**src/rtl/alu_ctrl_pkg.sv**
```systemverilog
// rtl/alu_ctrl_pkg.sv - shared opcodes, FSM encoding and requester count for the ALU arbiter
package alu_ctrl_pkg;

  localparam int NREQ = 2;

  localparam logic [2:0] OP_ADD   = 3'b000;
  localparam logic [2:0] OP_SUB   = 3'b001;
  localparam logic [2:0] OP_RSUB  = 3'b010;
  localparam logic [2:0] OP_PASSA = 3'b011;
  localparam logic [2:0] OP_PASSB = 3'b100;
  localparam logic [2:0] OP_AND   = 3'b101;
  localparam logic [2:0] OP_OR    = 3'b110;
  localparam logic [2:0] OP_XOR   = 3'b111;

  typedef enum logic [1:0] {
    IDLE = 2'd0,
    EXEC = 2'd1,
    RESP = 2'd2
  } state_t;

endpackage

```
**src/rtl/ALU.sv**
```systemverilog
// rtl/ALU.sv - combinational ALU; carry and overflow always come from A+B
module ALU #(
  parameter int W = 4
) (
  input  logic [W-1:0] a,
  input  logic [W-1:0] b,
  input  logic [2:0]   op,
  output logic [W-1:0] out,
  output logic         cout,
  output logic         overflow,
  output logic         zero
);
  import alu_ctrl_pkg::*;

  logic [W:0] sum;

  assign sum = {1'b0, a} + {1'b0, b};

  always_comb begin
    out = '0;
    case (op)
      OP_ADD:   out = sum[W-1:0];
      OP_SUB:   out = a - b;
      OP_RSUB:  out = b - a;
      OP_PASSA: out = a;
      OP_PASSB: out = b;
      OP_AND:   out = a & b;
      OP_OR:    out = a | b;
      OP_XOR:   out = a ^ b;
    endcase
  end

  assign cout     = sum[W];
  assign overflow = (a[W-1] == b[W-1]) && (sum[W-1] != a[W-1]);
  assign zero     = (out == '0);

endmodule

```
**src/rtl/alu_arbiter.sv**
```systemverilog
// rtl/alu_arbiter.sv - round-robin arbiter sequencing two requesters onto one shared ALU
module alu_arbiter #(
  parameter int NREQ = alu_ctrl_pkg::NREQ,
  parameter int W    = 4
) (
  input  logic            clk,
  input  logic            rst,
  input  logic [NREQ-1:0] req_valid,
  output logic [NREQ-1:0] req_ready,
  input  logic [W-1:0]    req_a0,
  input  logic [W-1:0]    req_b0,
  input  logic [2:0]      req_op0,
  input  logic [W-1:0]    req_a1,
  input  logic [W-1:0]    req_b1,
  input  logic [2:0]      req_op1,
  output logic            rsp_valid,
  input  logic            rsp_ready,
  output logic            rsp_id,
  output logic [W-1:0]    rsp_out,
  output logic            rsp_cout,
  output logic            rsp_ovf,
  output logic            rsp_zero,
  output logic            busy
);
  import alu_ctrl_pkg::*;

  state_t      state;
  logic        last;
  logic        id_q;
  logic [W-1:0] a_q;
  logic [W-1:0] b_q;
  logic [2:0]  op_q;

  logic        grant_valid;
  logic        grant_id;

  logic [W-1:0] alu_out;
  logic        alu_cout;
  logic        alu_ovf;
  logic        alu_zero;

  // On a tie the requester that did not win last time gets the slot.
  always_comb begin
    grant_valid = 1'b0;
    grant_id    = 1'b0;
    if (req_valid[0] && req_valid[1]) begin
      grant_valid = 1'b1;
      grant_id    = ~last;
    end else if (req_valid[0]) begin
      grant_valid = 1'b1;
      grant_id    = 1'b0;
    end else if (req_valid[1]) begin
      grant_valid = 1'b1;
      grant_id    = 1'b1;
    end
  end

  always_comb begin
    req_ready = '0;
    if (state == IDLE && grant_valid && !rst)
      req_ready[grant_id] = 1'b1;
  end

  assign busy = (state != IDLE);

  ALU #(.W(W)) u_alu (
    .a        (a_q),
    .b        (b_q),
    .op       (op_q),
    .out      (alu_out),
    .cout     (alu_cout),
    .overflow (alu_ovf),
    .zero     (alu_zero)
  );

  always_ff @(posedge clk) begin
    if (rst) begin
      state     <= IDLE;
      last      <= 1'b1;
      id_q      <= 1'b0;
      a_q       <= '0;
      b_q       <= '0;
      op_q      <= '0;
      rsp_valid <= 1'b0;
      rsp_id    <= 1'b0;
      rsp_out   <= '0;
      rsp_cout  <= 1'b0;
      rsp_ovf   <= 1'b0;
      rsp_zero  <= 1'b0;
    end else begin
      case (state)
        IDLE: begin
          if (grant_valid) begin
            a_q   <= grant_id ? req_a1 : req_a0;
            b_q   <= grant_id ? req_b1 : req_b0;
            op_q  <= grant_id ? req_op1 : req_op0;
            id_q  <= grant_id;
            last  <= grant_id;
            state <= EXEC;
          end
        end
        EXEC: begin
          rsp_out   <= alu_out;
          rsp_cout  <= alu_cout;
          rsp_ovf   <= alu_ovf;
          rsp_zero  <= alu_zero;
          rsp_id    <= id_q;
          rsp_valid <= 1'b1;
          state     <= RESP;
        end
        RESP: begin
          if (rsp_ready) begin
            rsp_valid <= 1'b0;
            state     <= IDLE;
          end
        end
        default: state <= IDLE;
      endcase
    end
  end

endmodule

```
**config.mk**
```make
export PLATFORM = sky130hd
export DESIGN_NAME = alu_arbiter
export DESIGN_NICKNAME = d
export VERILOG_FILES = /design/src/rtl/alu_ctrl_pkg.sv /design/src/rtl/ALU.sv /design/src/rtl/alu_arbiter.sv
export SDC_FILE = /design/constraint.sdc
export NUM_CORES = 1
export LEC_CHECK = 0
export ABC_AREA = 0
export ABC_CLOCK_PERIOD_IN_PS = 6350
export CAP_MARGIN = 20
export CORE_MARGIN = 4
export CORE_UTILIZATION = 30
export DETAILED_ROUTE_END_ITERATION = 10
export PLACE_DENSITY = 0.56
export SYNTH_ARGS = -nofsm -noshare
export SYNTH_HDL_FRONTEND = slang
export SYNTH_HIERARCHICAL = 1
export SYNTH_SLANG_ARGS = --single-unit
export TNS_END_PERCENT = 50
```
**constraint.sdc**
```tcl
create_clock -name clk -period 6.35 [get_ports clk]
set_clock_uncertainty 0.05 [all_clocks]
set_input_delay 0.635 -clock clk [delete_from_list [all_inputs] [get_ports clk]]
set_output_delay 0.635 -clock clk [all_outputs]
set_load 0.03 [all_outputs]
```
==> results of run 1 <==
==> sequential cells by signal, indices dropped and copies added (netlist names) <==
| name | cells |
|---|---|
| rsp_cout | 1 |
| b_q | 4 |
| rsp_id | 1 |
| op_q | 3 |
| rsp_out | 4 |
| rsp_ovf | 1 |
| id_q | 1 |
| a_q | 4 |
| rsp_valid | 1 |
| rsp_zero | 1 |
| last | 1 |
| state | 2 |
==> cells in the mapped netlist (4+ instances only) <==
master                     count
sky130_fd_sc_hd__dfxtp_1      24
sky130_fd_sc_hd__a311oi_1      4
sky130_fd_sc_hd__ha_1         14
sky130_fd_sc_hd__nor2_1        9
sky130_fd_sc_hd__inv_1        16
sky130_fd_sc_hd__buf_2         4
sky130_fd_sc_hd__a21oi_1      28
sky130_fd_sc_hd__a311oi_2      8
sky130_fd_sc_hd__o21ai_0       5
sky130_fd_sc_hd__clkbuf_1      4
sky130_fd_sc_hd__nand3b_1      4
sky130_fd_sc_hd__nand2_1      47
==> worst max path at each step <==
stage,from,endpoint,slack (ns),cells after the start
final,req_valid[0],req_ready[0],3.08,5
after global placement,req_valid[0],req_ready[0],3.09,5
after floorplan,rst,req_ready[0],3.95,3
after CTS,req_valid[0],req_ready[0],3.08,5
after global routing,req_valid[1],req_ready[1],2.94,5
after detailed placement,req_valid[0],req_ready[0],3.09,5
==> cell type report <==
type	count	area, sq um	share of cell area
well taps	75	93.8	0.0412
inverters	17	63.8	0.0280
clock inverters	1	30.0	0.0132
clock buffers	3	41.3	0.0181
multi-input cells	163	1180	0.518
repair buffers	39	388	0.170
flip-flops and latches	24	480	0.211
==> per-stage QoR <==
stage / utilization / std cells / hold slack [ns] / setup slack (ns)
5_1_grt: 0.385 / 322 / 0.438 / 2.94
3_5_place_dp: 0.373 / 318 / 0.401 / 3.09
4_1_cts: 0.385 / 322 / 0.414 / 3.08
3_3_place_gp: 0.373 / 318 / 0.399 / 3.09
6_report: 0.385 / 322 / 0.413 / 3.08
2_1_floorplan: - / 220 / 0.378 / 3.95
==> power by group <==
group	internal, mW	leakage [nW]	switching, mW
Sequential	0.166	0.198	0.0267
Clock	0.0844	0.0357	0.0533
Combinational	0.0924	0.626	0.102
==> routing by layer <==
layer | vias up | GRT usage | part of all wire
li1 | 816 | - | -
met3 | 2 | 0.0240 | 0.039
met4 | 0 | 0.0259 | 0.0084
met1 | 698 | 0.153 | 0.50
met2 | 27 | 0.192 | 0.45
met5 | - | 0 | 0
==> worst reg2reg max path: stages, from the launching register on <==
cell	delay, ns
sky130_fd_sc_hd__dfxtp_1	0.51
sky130_fd_sc_hd__inv_1	0.19
sky130_fd_sc_hd__ha_1	0.37
sky130_fd_sc_hd__o21bai_1	0.12
sky130_fd_sc_hd__a2111o_1	0.43
sky130_fd_sc_hd__o211ai_2	0.09
sky130_fd_sc_hd__a32oi_2	0.14
sky130_fd_sc_hd__nor4b_2	0.27
sky130_fd_sc_hd__nand2_1	0.07
sky130_fd_sc_hd__a21oi_1	0.13
==> layout by cell type (no fill, tap or decap), types with 2 or more instances in the layout <==
cell,count
sky130_fd_sc_hd__a21o_1,2
sky130_fd_sc_hd__a21oi_1,28
sky130_fd_sc_hd__a311oi_1,4
sky130_fd_sc_hd__a311oi_2,8
sky130_fd_sc_hd__clkbuf_8,3
sky130_fd_sc_hd__clkdlybuf4s50_1,38
sky130_fd_sc_hd__dfxtp_1,24
sky130_fd_sc_hd__fa_1,3
sky130_fd_sc_hd__ha_1,14
sky130_fd_sc_hd__inv_1,16
sky130_fd_sc_hd__mux2i_1,2
sky130_fd_sc_hd__mux4_1,2
sky130_fd_sc_hd__nand2_1,47
sky130_fd_sc_hd__nand3_1,2
sky130_fd_sc_hd__nand3b_1,4
sky130_fd_sc_hd__nor2_1,9
sky130_fd_sc_hd__nor2b_1,3
sky130_fd_sc_hd__nor3_1,3
sky130_fd_sc_hd__o21ai_0,5
sky130_fd_sc_hd__o21bai_1,3
sky130_fd_sc_hd__or2_1,3
sky130_fd_sc_hd__xnor2_1,2
sky130_fd_sc_hd__xor2_1,2
==> logic make-up after synthesis <==
kind of cell,Yosys count,synth area share
fa+ha+maj,17,0.129
simple gates,76,0.191
xor+xnor,4,0.0192
flops,24,0.263
compound gates,61,0.255
buf+inv,33,0.0898
mux,5,0.0521
==> flow_metrics.py, run 1 <==
metrics = {
    "outcome": {
        "outcome": "completed",
    },
    "clock_tree": {
        "count_of_cells_resized_by_post_cts_repair": 0,
        "holdBufCountCts": 0,
        "cts_buffers": 3,
        "clock_path_buffers": 2,
        "cts.reportedPaths.clkPinSlew_ns": 0.09,
        "clkSinkCount": 24,
        "clock_tree_from_tritoncts": "built",
        "ctsHtreeMaxLevel": 1,
        "root_buffer": "sky130_fd_sc_hd__clkbuf_8",
        "post-cts-setup-buffer-count": 0,
        "worst_skew_pair.late_latency_ns": 0.28,
    },
    "cells_and_area": {
        "n_antenna_cell": 0,
        "share_of_final_layout_standard_cells_stronger_than_drive_strength_1": 0.0850,
        "n_fill_cell": 640,
        "finish.net_count": 292,
        "postLayoutCellArea_sq_um": 2280,
        "area_growth_syn_to_layout_pct": 24.8,
    },
    "worst_setup_path": {
        "ff2ff_setup_slack_ns": 3.93,
        "critPathKind": "in -> out",
        "worst_r2r_startpoint": "b_q[1]",
        "timing.critical_path.from_type": "input port",
        "cp_slowest_cell": "sky130_fd_sc_hd__clkdlybuf4s50_1",
        "critical_path_required_ns": 5.66,
        "crit_fanout": 12,
        "endpoint_kind": "output port",
        "worstPathArrival_ns": 2.59,
        "cp_common_cell": "sky130_fd_sc_hd__clkdlybuf4s50_1",
        "slowest_delay_ns": 0.71,
        "r2r-end": "rsp_zero",
        "crit_family": "buffers and inverters",
        "worstRegToRegCells": 9,
        "path_buf_inv": 2,
        "path_cells": "clkdlybuf4s50_1 -> or2_1 -> nand2_1 -> nor3_1 -> clkdlybuf4s50_1",
    },
    "power": {
        "peakVddDrop_mv": 0.103,
        "p_leak_nw": 0.859,
        "p_per_area_nw_per_um2": 231,
        "finalPower_uw": 525,
    },
    "min_path": {
        "hold_endpoint": "rsp_ovf",
        "hold_path_class": "reg -> reg",
        "hold_path_depth": 2,
        "worstHoldStart": "rsp_ovf",
    },
    "synth": {
        "ys_top_cells_by_area": "sky130_fd_sc_hd__dfxtp_1 26%, sky130_fd_sc_hd__nand2_1 9.7%, sky130_fd_sc_hd__ha_1 9.6%",
        "yosys.cell_types.count": 45,
        "yosys_warnings": 6,
        "post_synth.cell_area_avg_sq_um": 8.29,
        "synthesized_instance_count": 220,
        "async_flop_share": 0,
        "synth_top_cell_by_area": "sky130_fd_sc_hd__dfxtp_1",
        "yosysTopAreaCellShare": 0.263,
        "synth-edff-count": 0,
        "syn_area_sq_um": 1820,
        "seq_area_frac_synth": 0.263,
        "synth_top_flop_cell": "sky130_fd_sc_hd__dfxtp_1",
        "syn-num-nets": 264,
        "postSynthRegisterBits": 24,
    },
    "place": {
        "dpl.hpwl_um": 3110,
        "finalWeightedCongestion": 0.755,
        "port-buffer-count": 38,
        "placed_instance_area_sq_um": 2210,
    },
    "timing": {
        "timing.final.hold_violations": 0,
        "tns_ns": 0,
        "unrepaired_setup_endpoints_after_global_routing": "false",
        "slew_limit_headroom": 0.314,
        "min_period_ns": 3.27,
        "setup_viol": 0,
        "worst_slew_pin_slew_ns": 1.03,
        "slew_viol_final": 0,
        "fin_crit_sh": 0.515,
        "max_clock_freq_ghz": 0.306,
    },
    "floorplanning": {
        "die-width_um": 86.0,
        "floorplan.core_area_sq_um": 5920,
        "std_cell_rows": 28,
        "design.portCount": 39,
        "floorplan.initialDensity": 0.308,
        "dieHeight_um": 86.0,
        "dieArea_sq_um": 7390,
    },
    "global_route": {
        "antenna_found_initial": 0,
        "grt_pass1_vias": 1509,
        "global_route_wire_length_before_repair_um": 7040,
        "overall_overflow_remaining_after_global_route": 0,
        "grt_use_total": 0.116,
        "grt_max_degree": 27,
    },
    "detailed_routing": {
        "drt_first_pass_iters": 4,
        "average_wire_per_standard_cell_um": 12.5,
        "initialDrtViolationCount": 64,
        "viasPerCell": 4.79,
        "routed_wl_um": 4030,
        "num_vias": 1543,
        "drc_errors": 0,
        "drt.antenna.violating_nets": 0,
    },
    "run": {
        "timing.max_cap.violations": 0,
    },
}
No activity file was read; power rests on OpenSTA's default activity.
==> inputs of run 2 (changes only) <==
--- a/config.mk
+++ b/config.mk
@@ -6,7 +6,7 @@
 export NUM_CORES = 1
 export LEC_CHECK = 0
 export ABC_AREA = 0
-export ABC_CLOCK_PERIOD_IN_PS = 6350
+export ABC_CLOCK_PERIOD_IN_PS = 3400
 export CAP_MARGIN = 20
 export CORE_MARGIN = 4
 export CORE_UTILIZATION = 30
==> constraint.sdc (replaced) <==
create_clock -name clk -period 3.4 [get_ports clk]
set_clock_uncertainty 0.05 [all_clocks]
set_input_delay 0.34 -clock clk [delete_from_list [all_inputs] [get_ports clk]]
set_output_delay 0.34 -clock clk [all_outputs]
set_load 0.03 [all_outputs]
==> flow_metrics.py, run 2 (synthesis results as in run 1) <==
metrics = {
    "power": {
        "p_per_area_nw_per_um2": 428,
        "power_switching_uw": 337,
        "comb_power_share": 0.375,
        "clock_power_share": 0.257,
        "finalPower_uw": 981,
        "internal-power_uw": 644,
        "peakVddDrop_mv": 0.147,
        "p_sw_frac": 0.343,
        "p_leak_nw": 0.869,
        "share_seq_of_total_power": 0.368,
    },
    "worst_setup_path": {
        "cp_common_cell": "sky130_fd_sc_hd__clkdlybuf4s50_1",
        "path_cells": "clkdlybuf4s50_1 -> a21boi_2 -> nand2_1 -> nor2_1 -> clkdlybuf4s50_1",
        "endpoint_kind": "output port",
        "crit_fanout": 13,
        "timing.critical_path.from_type": "input port",
        "slowest_delay_ns": 0.68,
        "critPathKind": "in -> out",
        "worstPathArrival_ns": 2.28,
        "critical_path_required_ns": 3.01,
        "cp_slowest_cell": "sky130_fd_sc_hd__clkdlybuf4s50_1",
    },
    "place": {
        "port-buffer-count": 38,
        "dpl.hpwl_um": 3190,
        "finalWeightedCongestion": 0.725,
    },
    "detailed_routing": {
        "average_wire_per_standard_cell_um": 12.5,
        "routed_wl_um": 4060,
        "viasPerCell": 4.79,
        "drt_first_pass_iters": 4,
        "drc_errors": 0,
        "drt.antenna.violating_nets": 0,
        "num_vias": 1552,
        "initialDrtViolationCount": 43,
    },
    "cells_and_area": {
        "final_cell_mix": "47 x sky130_fd_sc_hd__nand2_1, 38 x sky130_fd_sc_hd__clkdlybuf4s50_1, 28 x sky130_fd_sc_hd__a21oi_1, 24 x sky130_fd_sc_hd__dfxtp_1, 16 x sky130_fd_sc_hd__inv_1",
        "multi_input_area_sq_um": 1180,
        "area_growth_syn_to_layout_pct": 25.7,
        "largest_registers": "a_q x4, b_q x4, rsp_out x4",
        "finish.net_count": 294,
        "n_fill_cell": 611,
        "share_of_final_layout_standard_cells_stronger_than_drive_strength_1": 0.0924,
        "n_antenna_cell": 0,
        "area.sequential_sq_um": 480,
        "mostFrequentLayoutCell": "sky130_fd_sc_hd__nand2_1",
    },
    "timing": {
        "worst_slew_pin_slew_ns": 0.691,
        "tns_ns": 0,
        "timing.final.hold_violations": 0,
        "max_clock_freq_ghz": 0.374,
        "slew_viol_final": 0,
        "fin_crit_sh": 0.787,
        "slew_limit_headroom": 0.539,
        "min_period_ns": 2.67,
        "unrepaired_setup_endpoints_after_global_routing": "false",
        "setup_viol": 0,
    },
    "floorplanning": {
        "design.portCount": 39,
        "dieArea_sq_um": 7390,
        "floorplan.initialDensity": 0.308,
        "floorplan.core_area_sq_um": 5920,
        "dieHeight_um": 86.0,
        "die-width_um": 86.0,
        "std_cell_rows": 28,
    },
    "global_route": {
        "global_route_wire_length_before_repair_um": 7250,
        "grt_pass1_vias": 1562,
        "overall_overflow_remaining_after_global_route": 0,
        "grt_max_degree": 22,
        "grt_use_total": 0.119,
        "antenna_found_initial": 0,
    },
    "clock_tree": {
        "post-cts-setup-buffer-count": 0,
        "clock_path_buffers": 2,
        "ctsHtreeMaxLevel": 1,
        "clock_tree_from_tritoncts": "built",
        "cts_buffers": 3,
        "holdBufCountCts": 0,
        "worst_skew_pair.late_latency_ns": 0.27,
        "count_of_cells_resized_by_post_cts_repair": 0,
        "root_buffer": "sky130_fd_sc_hd__clkbuf_8",
        "cts.reportedPaths.clkPinSlew_ns": 0.09,
        "clkSinkCount": 24,
    },
    "outcome": {
        "outcome": "completed",
    },
    "run": {
        "timing.max_cap.violations": 0,
    },
    "min_path": {
        "hold_path_class": "reg -> reg",
    },
}
-- run 2: cell count changes in the layout (fill, tap and decap cells not counted) --
cell and delta:
sky130_fd_sc_hd__buf_4 +2
-- run 2: power by group through the flow --
| stage | clock (mW) | sequential [mW] | combinational, mW |
|---|---|---|---|
| floorplan | 0 | 0.359 | 0.279 |
| global placement | 0 | 0.367 | 0.370 |
| detailed placement | 0 | 0.368 | 0.374 |
| CTS | 0.259 | 0.362 | 0.375 |
| global route | 0.272 | 0.370 | 0.416 |
| finish | 0.252 | 0.361 | 0.368 |
-- run 2: final cells by class --
class,count,share of cell area
multi-input combinational,163,0.515
sequential,24,0.210
clock buffer,3,0.0180
inverter,17,0.0278
clock inverter,1,0.0131
timing repair buffer,41,0.176
tap,75,0.0409
-- run 2: metal layers --
metal | vias up | GRT usage | part of all wire
met5 | - | 0 | 0
met4 | 0 | 0.0259 | 0.0052
met3 | 2 | 0.0231 | 0.046
met2 | 27 | 0.214 | 0.49
met1 | 705 | 0.147 | 0.46
li1 | 818 | - | -
-- run 2: worst paths after layout --
kind	startpoint	cells after the start	slack (ns)	endpoint
worst max-delay path	req_valid[1]	5	0.73	req_ready[1]
worst max register to register	a_q[1]	9	1.00	rsp_zero
worst min register to register	rsp_out[3]	2	0.41	rsp_out[3]
worst min-delay path	rsp_out[3]	2	0.41	rsp_out[3]
-- run 2: critical path: cells and delay by family --
| kind | cells | cell delay (ns) |
|---|---|---|
| AOI/OAI and AO/OA | 1 | 0.50 |
| and+or+nand+nor | 2 | 0.25 |
| buffers and inverters | 2 | 1.19 |
-- run 2: stage by stage --
stage	cell area, sq um	hold slack, ns	cells	worst slack [ns]	utilization
final	2290	0.407	324	0.725	0.387
after detailed placement	2220	0.399	320	0.713	0.375
after CTS	2290	0.413	324	0.706	0.387
after floorplan	1820	0.378	220	1.26	-
after global routing	2290	0.434	324	0.576	0.387
after global placement	2220	0.396	320	0.720	0.375
